**config.mk**
```make
export PLATFORM = sky130hd
export DESIGN_NAME = mem_stream_reader
export DESIGN_NICKNAME = d
export VERILOG_FILES = /design/src/rtl/mem_stream_reader.sv
export SDC_FILE = /design/constraint.sdc
export NUM_CORES = 1
export LEC_CHECK = 0
export BUFFER_PORTS_ARGS = -buffer_cell sky130_fd_sc_hd__buf_2
export CELL_PAD_IN_SITES_DETAIL_PLACEMENT = 1
export CELL_PAD_IN_SITES_GLOBAL_PLACEMENT = 2
export CORE_MARGIN = 1.5
export CORE_UTILIZATION = 32
export CTS_CLUSTER_DIAMETER = 200
export CTS_CLUSTER_SIZE = 10
export DETAILED_ROUTE_END_ITERATION = 10
export HOLD_SLACK_MARGIN = 0.02
export MAX_ROUTING_LAYER = met4
export PLACE_DENSITY_LB_ADDON = 0.1
export SLEW_MARGIN = 20
export SYNTH_ARGS = -nofsm -noshare
export SYNTH_HDL_FRONTEND = slang
export SYNTH_SLANG_ARGS = --single-unit
```
**constraint.sdc**
```tcl
create_clock -name clk -period 4.65 [get_ports clk]
set_input_delay 0.93 -clock clk [delete_from_list [all_inputs] [get_ports clk]]
set_output_delay 0.93 -clock clk [all_outputs]
set_load 0.02 [all_outputs]
```
**src/rtl/mem_stream_reader.sv**
```systemverilog
// Strided memory reader streaming words through a 2-entry output FIFO with valid/ready handshake.
// Optional stall counter enabled by defining MEM_STREAM_READER_STALL_CNT_EN.
module mem_stream_reader #(
  parameter int unsigned AW = 10,
  parameter int unsigned DW = 64,
  parameter int unsigned LW = 11
) (
  input  logic          clk,
  input  logic          rst_n,
  input  logic          start,
  input  logic [AW-1:0] base_addr,
  input  logic [LW-1:0] length,
  input  logic [AW-1:0] stride,
  output logic          busy,
  output logic          done,
  output logic          mem_rd_en,
  output logic [AW-1:0] mem_rd_addr,
  input  logic [DW-1:0] mem_rd_word,
  output logic          o_valid,
  input  logic          o_ready,
  output logic [DW-1:0] o_data,
  output logic [15:0]   stall_cnt
);

  localparam logic [1:0] StIdle  = 2'd0;
  localparam logic [1:0] StRun   = 2'd1;
  localparam logic [1:0] StDrain = 2'd2;

  logic [1:0]    state_q;
  logic [AW-1:0] addr_q;
  logic [AW-1:0] stride_q;
  logic [LW-1:0] rd_left_q;
  logic [LW-1:0] out_left_q;
  logic          inflight_q;
  logic          done_q;
  logic [DW-1:0] fifo_q [2];
  logic          wr_ptr_q;
  logic          rd_ptr_q;
  logic [1:0]    count_q;

  logic          accept;
  logic          issue_idle;
  logic          issue_run;
  logic          pop;
  logic [2:0]    occ;
  logic          room;

  always_comb begin
    accept     = rst_n && (state_q == StIdle) && start;
    // The first read goes out in the start cycle so data is buffered two cycles after start.
    issue_idle = accept && (length != '0);
    o_valid    = rst_n && (count_q != 2'd0);
    pop        = o_valid && o_ready;
    occ        = {1'b0, count_q} + {2'b00, inflight_q};
    room       = occ < (pop ? 3'd3 : 3'd2);
    issue_run  = rst_n && (state_q == StRun) && (rd_left_q != '0) && room;
    mem_rd_en  = issue_idle || issue_run;
    mem_rd_addr = '0;
    if (issue_idle) begin
      mem_rd_addr = base_addr;
    end else if (issue_run) begin
      mem_rd_addr = addr_q;
    end
    o_data = o_valid ? fifo_q[rd_ptr_q] : '0;
    busy   = rst_n && (state_q != StIdle);
    done   = rst_n && done_q;
  end

  always_ff @(posedge clk) begin
    if (!rst_n) begin
      state_q    <= StIdle;
      addr_q     <= '0;
      stride_q   <= '0;
      rd_left_q  <= '0;
      out_left_q <= '0;
      inflight_q <= 1'b0;
      done_q     <= 1'b0;
      wr_ptr_q   <= 1'b0;
      rd_ptr_q   <= 1'b0;
      count_q    <= 2'd0;
    end else begin
      done_q     <= 1'b0;
      inflight_q <= mem_rd_en;
      if (pop) begin
        out_left_q <= out_left_q - LW'(1);
        rd_ptr_q   <= ~rd_ptr_q;
      end
      if (inflight_q) begin
        wr_ptr_q <= ~wr_ptr_q;
      end
      count_q <= count_q + {1'b0, inflight_q} - {1'b0, pop};
      case (state_q)
        StIdle: begin
          if (accept) begin
            stride_q   <= stride;
            addr_q     <= base_addr + stride;
            rd_left_q  <= length - LW'(1);
            out_left_q <= length;
            if (length == '0) begin
              done_q <= 1'b1;
            end else if (length == LW'(1)) begin
              state_q <= StDrain;
            end else begin
              state_q <= StRun;
            end
          end
        end
        StRun: begin
          if (issue_run) begin
            addr_q    <= addr_q + stride_q;
            rd_left_q <= rd_left_q - LW'(1);
            if (rd_left_q == LW'(1)) begin
              state_q <= StDrain;
            end
          end
        end
        StDrain: begin
          if (pop && (out_left_q == LW'(1))) begin
            state_q <= StIdle;
            done_q  <= 1'b1;
          end
        end
        default: state_q <= StIdle;
      endcase
    end
  end

  // Storage needs no reset: entries are only visible while count_q says they are valid.
  always_ff @(posedge clk) begin
    if (rst_n && inflight_q) begin
      fifo_q[wr_ptr_q] <= mem_rd_word;
    end
  end

`ifdef MEM_STREAM_READER_STALL_CNT_EN
  logic [15:0] stall_q;

  always_ff @(posedge clk) begin
    if (!rst_n) begin
      stall_q <= '0;
    end else if (accept) begin
      stall_q <= '0;
    end else if (o_valid && !o_ready && (stall_q != 16'hFFFF)) begin
      stall_q <= stall_q + 16'd1;
    end
  end

  assign stall_cnt = rst_n ? stall_q : '0;
`else
  assign stall_cnt = '0;
`endif

endmodule
```
==> tab_implementation.tex, run 1 <==
\begin{tabular}{lr}
\hline
Metric & Value \\
\hline
\multicolumn{2}{l}{\textbf{Final layout}} \\
Fraction of final layout cells sized beyond drive strength 1 & 26.6\% \\
Post-layout utilization of the core & 39.5\% \\
Synth-to-layout area growth & 21.7\% \\
Area taken by flip-flops and latches & 4870 um\^{}2 \\
Total Nets Final & 1030 \\
Number of filler instances in the final layout & 2895 \\
Area of combinational cells with multiple inputs & 3320 um\^{}2 \\
\multicolumn{2}{l}{\textbf{Drt}} \\
Drt pass-1 iters & 4 \\
Detailed-route vias per instance & 4.88 \\
Number of design rule violations left after detail routing & 0 \\
Antenna Violating Nets Remaining & 0 \\
Routed WL & 22.2 mm \\
Count of vias placed by the detailed router & 6099 \\
Detail-routed net length per standard cell & 17.7 um \\
DRC marker count from the first detailed-route iteration & 203 \\
\multicolumn{2}{l}{\textbf{STA}} \\
Worst hold slack & 465 ps \\
Number of slew-limit violations in the final report & 0 \\
Clock skew & 13.9 ps \\
Setup-violating endpoint count in the final report & 0 \\
Final-report hold violation count & 0 \\
Setup TNS & 0 ps \\
Actual slew at the worst max-slew pin & 1030 ps \\
Fin crit share & 84.8\% \\
Max frequency & 0.254 GHz \\
RSZ-0062 raised after global routing & false \\
Final worst path period need & 3940 ps \\
Slew HR & 31.4\% \\
Worst path setup slack after routing & 709 ps \\
\multicolumn{2}{l}{\textbf{Clock network}} \\
Sink count of the clock tree & 179 \\
Number of resized instances in the post-cts repair step & 0 \\
Hold\_buf cts & 0 \\
H-tree depth reported by CTS & 4 \\
Clock tree buffer depth & 2 \\
Master cell of the clock root buffer & clkbuf\_16 \\
Clock network latency to the later pin of the worst-skew pair & 430 ps \\
CTS tree & done \\
Clock slew at the register clock pins of the worst setup and hold paths & 70 ps \\
Post-CTS repair timing setup buffer count & 0 \\
CTS Buf Count & 17 \\
\multicolumn{2}{l}{\textbf{Pwr}} \\
Static leakage & 4.03 nW \\
Post-route total power & 4.19 mW \\
Max VDD drop & 0.000190 V \\
Power per Cell Area & 408 nW/um\^{}2 \\
\multicolumn{2}{l}{\textbf{Worst setup path}} \\
Largest fanout on the critical path & 13 \\
Critical Path Start Type & primary input \\
Critical path type & in -> out \\
Kind of end point of the critical path & primary output \\
Critical path arrival & 3010 ps \\
Critical Path RT & 3720 ps \\
\multicolumn{2}{l}{\textbf{Place}} \\
Post-placement worst setup slack & 689 ps \\
GP Congestion & 0.787 \\
DP HPWL & 15.7 mm \\
\# port buffers & 176 \\
\multicolumn{2}{l}{\textbf{Global route}} \\
Tot GR Track Use & 16.8\% \\
Wire length of the first global-routing pass & 34.1 mm \\
Via count of the first global-routing pass & 6380 \\
Overflow after GRT & 0 \\
Pin count of the biggest net entering global routing & 65 \\
Antenna violations before repair & 1 \\
\multicolumn{2}{l}{\textbf{Logic synthesis}} \\
Distinct cell type count after synthesis & 59 \\
Seq/Total Area, Yosys & 57.7\% \\
Per-instance average area after synthesis & 11.6 um\^{}2 \\
Warnings from Yosys & 0 \\
Post-synthesis async set-or-reset flop share & 0\% \\
Post-synthesis register bit count & 179 \\
Netlist Area Pre-Place & 8440 um\^{}2 \\
Synth Instances & 730 \\
Main flop type after synthesis & edfxtp\_1 \\
Post-synth EDFFs & 128 \\
\multicolumn{2}{l}{\textbf{Floorplanning}} \\
Effective utilization at floorplan & 32.5\% \\
Die outline area & 27300 um\^{}2 \\
Vertical die dimension & 165 um \\
Core Footprint & 26000 um\^{}2 \\
X dimension of the die & 165 um \\
Total number of placement rows & 59 \\
I/O Pins & 193 \\
\multicolumn{2}{l}{\textbf{Job}} \\
Number of maximum-capacitance constraint violations & 0 \\
\multicolumn{2}{l}{\textbf{Worst hold path}} \\
Class of the tightest hold or removal check & reg -> reg \\
\multicolumn{2}{l}{\textbf{Status}} \\
Outcome & complete, no violations \\
\hline
\end{tabular}
Yosys cell counts, types with 4 or more instances:
library cell	instances	area, um^2
o22ai_1	4	25.0
o211ai_1	5	37.5
edfxtp_1	128	3840
clkbuf_1	19	71.3
nor3_1	14	70.1
inv_1	17	63.8
a211oi_1	14	105
ha_1	30	375
and3_1	4	25.0
o21ai_0	27	135
dfxtp_1	51	1020
a22o_1	10	87.6
nand3_1	20	100
buf_4	16	120
nand2_1	50	188
a21oi_1	32	160
xor2_1	12	105
buf_2	7	35.0
buf_1	12	45.0
nor2_1	97	364
mux2i_1	64	641
or3_1	6	37.5
a31oi_1	6	37.5
xnor2_1	24	210
nor4_1	6	37.5
or2_2	5	31.3
worst paths after layout:
| check | from | to | slack [ps] | depth (start not counted) |
|---|---|---|---|---|
| max | length[6] | mem_rd_en | 710 | 7 |
| min | stride_q[8]$_SDFFE_PN0P_ | stride_q[8]$_SDFFE_PN0P_ | 460 | 2 |
| max reg2reg | count_q[0]$_SDFF_PN0_ | rd_left_q[3]$_SDFFE_PN0P_ | 1860 | 7 |
| min reg2reg | stride_q[8]$_SDFFE_PN0P_ | stride_q[8]$_SDFFE_PN0P_ | 460 | 2 |
state kept, by name, summed over array words and instances (netlist names), named ones only:
signal	flops
inflight_q	1
state_q	2
rd_left_q	11
count_q	2
stride_q	10
out_left_q	11
wr_ptr_q	1
fifo_q	128
rd_ptr_q	1
done_q	1
addr_q	10
per-layer routing:
layer	global-route usage [%]	vias to the layer above	wire [um]
li1	-	2978	-
met1	19.9	2965	9690
met2	29.2	140	11100
met3	3.45	16	1180
met4	3.86	0	200
met5	-	-	0
worst max-delay path, stage by stage:
cell	delay [ps]
buf_2	120
or3_1	430
or4_1	500
nor4_4	230
a21oi_2	280
or2_2	360
buf_2	160
final cells by class:
| cell class | count | share of cell area (%) |
|---|---|---|
| flip-flops and latches | 179 | 47.4 |
| multi-input cells | 495 | 32.4 |
| repair buffers | 189 | 9.73 |
| clock buffers | 18 | 4.18 |
| well taps | 335 | 4.08 |
| clock inverters | 14 | 1.52 |
| inverters | 17 | 0.622 |
| diodes | 2 | 0.0488 |
cells in the final DEF (no fill, tap or decap), types with 3 or more instances in the layout:
cell type  synthesis  routed
nor4_1             6       5
o22ai_1            4       4
dfxtp_1           51      50
nor2_1            97      95
xor2_1            12      12
a211oi_1          14      14
and3_1             4       3
nand3_1           20      20
clkbuf_16          0      17
or2_2              5       5
nand2_1           50      50
o31ai_1            3       3
a22o_1            10      10
buf_2              7     176
or3_1              6       6
o21bai_1           3       3
o21ai_0           27      26
a311oi_1           3       3
and2_1             3       3
inv_8              0       5
edfxtp_1         128     128
clkinv_4           0       3
a21o_1             3       3
xnor2_1           24      24
conb_1             1      16
o211ai_1           5       5
clkinv_8           0       3
inv_1             17      17
buf_4             16      12
mux2i_1           64      64
nor3_1            14      14
a21oi_1           32      32
a31oi_1            6       6
ha_1              30      30
kinds of logic after synthesis:
logic type,Yosys count,share of synthesized area (%)
mux,64,7.59
fa+ha+maj,32,4.92
simple gates,220,12.0
compound gates,127,10.1
xor+xnor,36,3.74
flops,179,57.7
other cells,1,0.0445
buf+inv,71,3.98
where the power goes:
group | leakage (nW) | switching, mW | total [mW] | internal [mW]
registers | 1.58 | 0.0911 | 1.90 | 1.81
logic | 2.16 | 0.549 | 0.880 | 0.331
clock network | 0.283 | 0.687 | 1.41 | 0.722
per-stage QoR:
step	cell area [um^2]	instances
floorplan	8490	745
global placement	9640	1214
detailed placement	9640	1214
CTS	10200	1246
global route	10300	1248
finish	10300	1249
(Power assumes the default switching activity.)
==> inputs of run 2 (changes only) <==
--- a/config.mk
+++ b/config.mk
@@ -9,7 +9,7 @@
 export CELL_PAD_IN_SITES_DETAIL_PLACEMENT = 1
 export CELL_PAD_IN_SITES_GLOBAL_PLACEMENT = 2
 export CORE_MARGIN = 1.5
-export CORE_UTILIZATION = 32
+export CORE_UTILIZATION = 35
 export CTS_CLUSTER_DIAMETER = 200
 export CTS_CLUSTER_SIZE = 10
 export DETAILED_ROUTE_END_ITERATION = 10
==> constraint.sdc (replaced) <==
create_clock -name clk -period 3.7 [get_ports clk]
set_input_delay 0.74 -clock clk [delete_from_list [all_inputs] [get_ports clk]]
set_output_delay 0.74 -clock clk [all_outputs]
set_load 0.02 [all_outputs]
==> tab_implementation.tex, run 2 (synthesis results as in run 1) <==
\begin{tabular}{lr}
\hline
Metric & Value \\
\hline
\multicolumn{2}{l}{\textbf{Drt}} \\
Routed WL & 22.1 mm (was 22.2 mm) \\
Count of vias placed by the detailed router & 6170 (was 6099) \\
Number of design rule violations left after detail routing & 0 (unchanged) \\
Detail-routed net length per standard cell & 17.9 um (was 17.7 um) \\
Antenna Violating Nets Remaining & 0 (unchanged) \\
Detailed-route vias per instance & 5.00 (was 4.88) \\
Drt pass-1 iters & 6 (was 4) \\
DRC marker count from the first detailed-route iteration & 283 (was 203) \\
\multicolumn{2}{l}{\textbf{Place}} \\
\# port buffers & 176 (unchanged) \\
Post-placement worst setup slack & 103 ps (was 689 ps) \\
DP HPWL & 15.6 mm (was 15.7 mm) \\
\# placed instances & 1199 (was 1214) \\
Post-placement cell area & 9670 um\^{}2 (was 9640 um\^{}2) \\
GP Congestion & 0.830 (was 0.787) \\
\multicolumn{2}{l}{\textbf{Worst setup path}} \\
Count of buffer and inverter cells on the critical path & 2 (unchanged) \\
Largest fanout on the critical path & 13 (unchanged) \\
Slowest CP cell & or4\_1 (unchanged) \\
Series of cell instances along the critical path & buf\_2 -> or3\_1 -> or4\_1 -> nor4\_4 -> a21oi\_2 -> or2\_2 -> buf\_2 (unchanged) \\
Critical path arrival & 2830 ps (was 3010 ps) \\
Critical Path Start Type & primary input (unchanged) \\
CP dominant cell by count & buf\_2 (unchanged) \\
Largest delay share family, worst path & simple AND/OR/NAND/NOR gates (unchanged) \\
Critical Path RT & 2960 ps (was 3720 ps) \\
Stage delay of the slowest cell on the critical path & 500 ps (about the same) \\
Kind of end point of the critical path & primary output (unchanged) \\
Critical path type & in -> out (unchanged) \\
\multicolumn{2}{l}{\textbf{STA}} \\
Setup-violating endpoint count in the final report & 0 (unchanged) \\
Actual slew at the worst max-slew pin & 1030 ps (about the same) \\
Final-report hold violation count & 0 (unchanged) \\
Slew HR & 30.5\% (was 31.4\%) \\
Worst hold slack & 465 ps (about the same) \\
RSZ-0062 raised after global routing & false (unchanged) \\
Fin crit share & 96.4\% \\
Worst path setup slack after routing & 133 ps (was 709 ps) \\
Setup TNS & 0 ps (unchanged) \\
Final worst path period need & 3570 ps \\
Number of slew-limit violations in the final report & 0 (unchanged) \\
Max frequency & 0.280 GHz \\
Clock skew & 17.6 ps (was 13.9 ps) \\
\multicolumn{2}{l}{\textbf{Clock network}} \\
CTS tree & done (unchanged) \\
Clock slew at the register clock pins of the worst setup and hold paths & 70 ps (about the same) \\
Sink count of the clock tree & 179 (unchanged) \\
Master cell of the clock root buffer & clkbuf\_16 (unchanged) \\
Clock network latency to the later pin of the worst-skew pair & 430 ps (about the same) \\
Hold\_buf cts & 0 (unchanged) \\
Number of resized instances in the post-cts repair step & 0 (unchanged) \\
H-tree depth reported by CTS & 4 (unchanged) \\
Clock tree buffer depth & 2 (unchanged) \\
Post-CTS repair timing setup buffer count & 0 (unchanged) \\
CTS Buf Count & 17 (unchanged) \\
\multicolumn{2}{l}{\textbf{Final layout}} \\
Post-layout utilization of the core & 43.6\% (was 39.5\%) \\
Cell area after layout & 10300 um\^{}2 (about the same) \\
Total Nets Final & 1030 (unchanged) \\
Biggest regs & fifo\_q: 128 flops, out\_left\_q: 11 flops, rd\_left\_q: 11 flops (unchanged) \\
Fraction of final layout cells sized beyond drive strength 1 & 26.3\% (was 26.6\%) \\
Count of non-filler cells in the finished layout & 1233 (was 1249) \\
Flip-flop count of the largest register after layout & 128 (unchanged) \\
Leading cell types in the layout, fill and taps excluded & buf\_2 (176), edfxtp\_1 (128), nor2\_1 (96) (was buf\_2 (176), edfxtp\_1 (128), nor2\_1 (95)) \\
Register name with the most flops & fifo\_q (unchanged) \\
Number of filler instances in the final layout & 2672 (was 2895) \\
Synth-to-layout area growth & 21.6\% (was 21.7\%) \\
Commonest non-fill, non-tap cell in the layout & buf\_2 (unchanged) \\
\multicolumn{2}{l}{\textbf{Global route}} \\
Overflow after GRT & 0 (unchanged) \\
Tot GR Track Use & 18.0\% (was 16.8\%) \\
Pin count of the biggest net entering global routing & 65 (unchanged) \\
Wire length of the first global-routing pass & 33.4 mm (was 34.1 mm) \\
Antenna violations before repair & 1 (unchanged) \\
Via count of the first global-routing pass & 6451 (was 6380) \\
\multicolumn{2}{l}{\textbf{Floorplanning}} \\
X dimension of the die & 158 um (was 165 um) \\
Core Footprint & 23500 um\^{}2 (was 26000 um\^{}2) \\
I/O Pins & 193 (unchanged) \\
Total number of placement rows & 56 (was 59) \\
Effective utilization at floorplan & 35.8\% (was 32.5\%) \\
Die outline area & 25000 um\^{}2 (was 27300 um\^{}2) \\
Vertical die dimension & 158 um (was 165 um) \\
\multicolumn{2}{l}{\textbf{Job}} \\
Number of maximum-capacitance constraint violations & 0 (unchanged) \\
\multicolumn{2}{l}{\textbf{Pwr}} \\
Power per Cell Area & 514 nW/um\^{}2 (was 408 nW/um\^{}2) \\
Static leakage & 4.03 nW (about the same) \\
Post-route total power & 5.27 mW (was 4.19 mW) \\
Max VDD drop & 0.000209 V (was 0.000190 V) \\
\multicolumn{2}{l}{\textbf{Status}} \\
Outcome & complete, no violations (unchanged) \\
\multicolumn{2}{l}{\textbf{Worst hold path}} \\
Class of the tightest hold or removal check & reg -> reg (unchanged) \\
\hline
\end{tabular}
## run 2: layer usage
metal	wire (um)	up-vias	share of wire, %	track usage, %
li1	-	2970	-	-
met2	10900	157	49	30.5
met3	1090	31	4.9	3.39
met1	9660	3012	44	21.5
met4	421	0	1.9	6.01
met5	0	-	0	-
## run 2: path summary, 6_finish.rpt
kind	cells after the start	startpoint	slack [ps]	to
min	2	stride_q[2]$_SDFFE_PN0P_	470	stride_q[2]$_SDFFE_PN0P_
max	7	length[6]	130	mem_rd_en
min reg2reg	2	stride_q[2]$_SDFFE_PN0P_	470	stride_q[2]$_SDFFE_PN0P_
max reg2reg	8	rd_left_q[4]$_SDFFE_PN0P_	1000	rd_left_q[6]$_SDFFE_PN0P_
## run 2: layout make-up
| class | instances | area (um^2) | share of cell area, % |
|---|---|---|---|
| inverters | 17 | 63.8 | 0.622 |
| well taps | 319 | 399 | 3.89 |
| clock inverters | 14 | 154 | 1.50 |
| diodes | 2 | 5.00 | 0.0488 |
| clock buffers | 18 | 429 | 4.18 |
| repair buffers | 189 | 1020 | 9.91 |
| flip-flops and latches | 179 | 4870 | 47.5 |
| multi-input cells | 495 | 3320 | 32.4 |
## run 2: power by group
part / switching (mW) / leakage, nW / total [mW] / internal, mW
sequential: 0.115 / 1.58 / 2.39 / 2.27
combinational: 0.679 / 2.16 / 1.09 / 0.416
clock: 0.873 / 0.285 / 1.79 / 0.913
## run 2: tightest hold or removal path, stage by stage (launching register included)
cell and delay (ps):
dfxtp_1 310, nand3_1 60, nand2_1 50
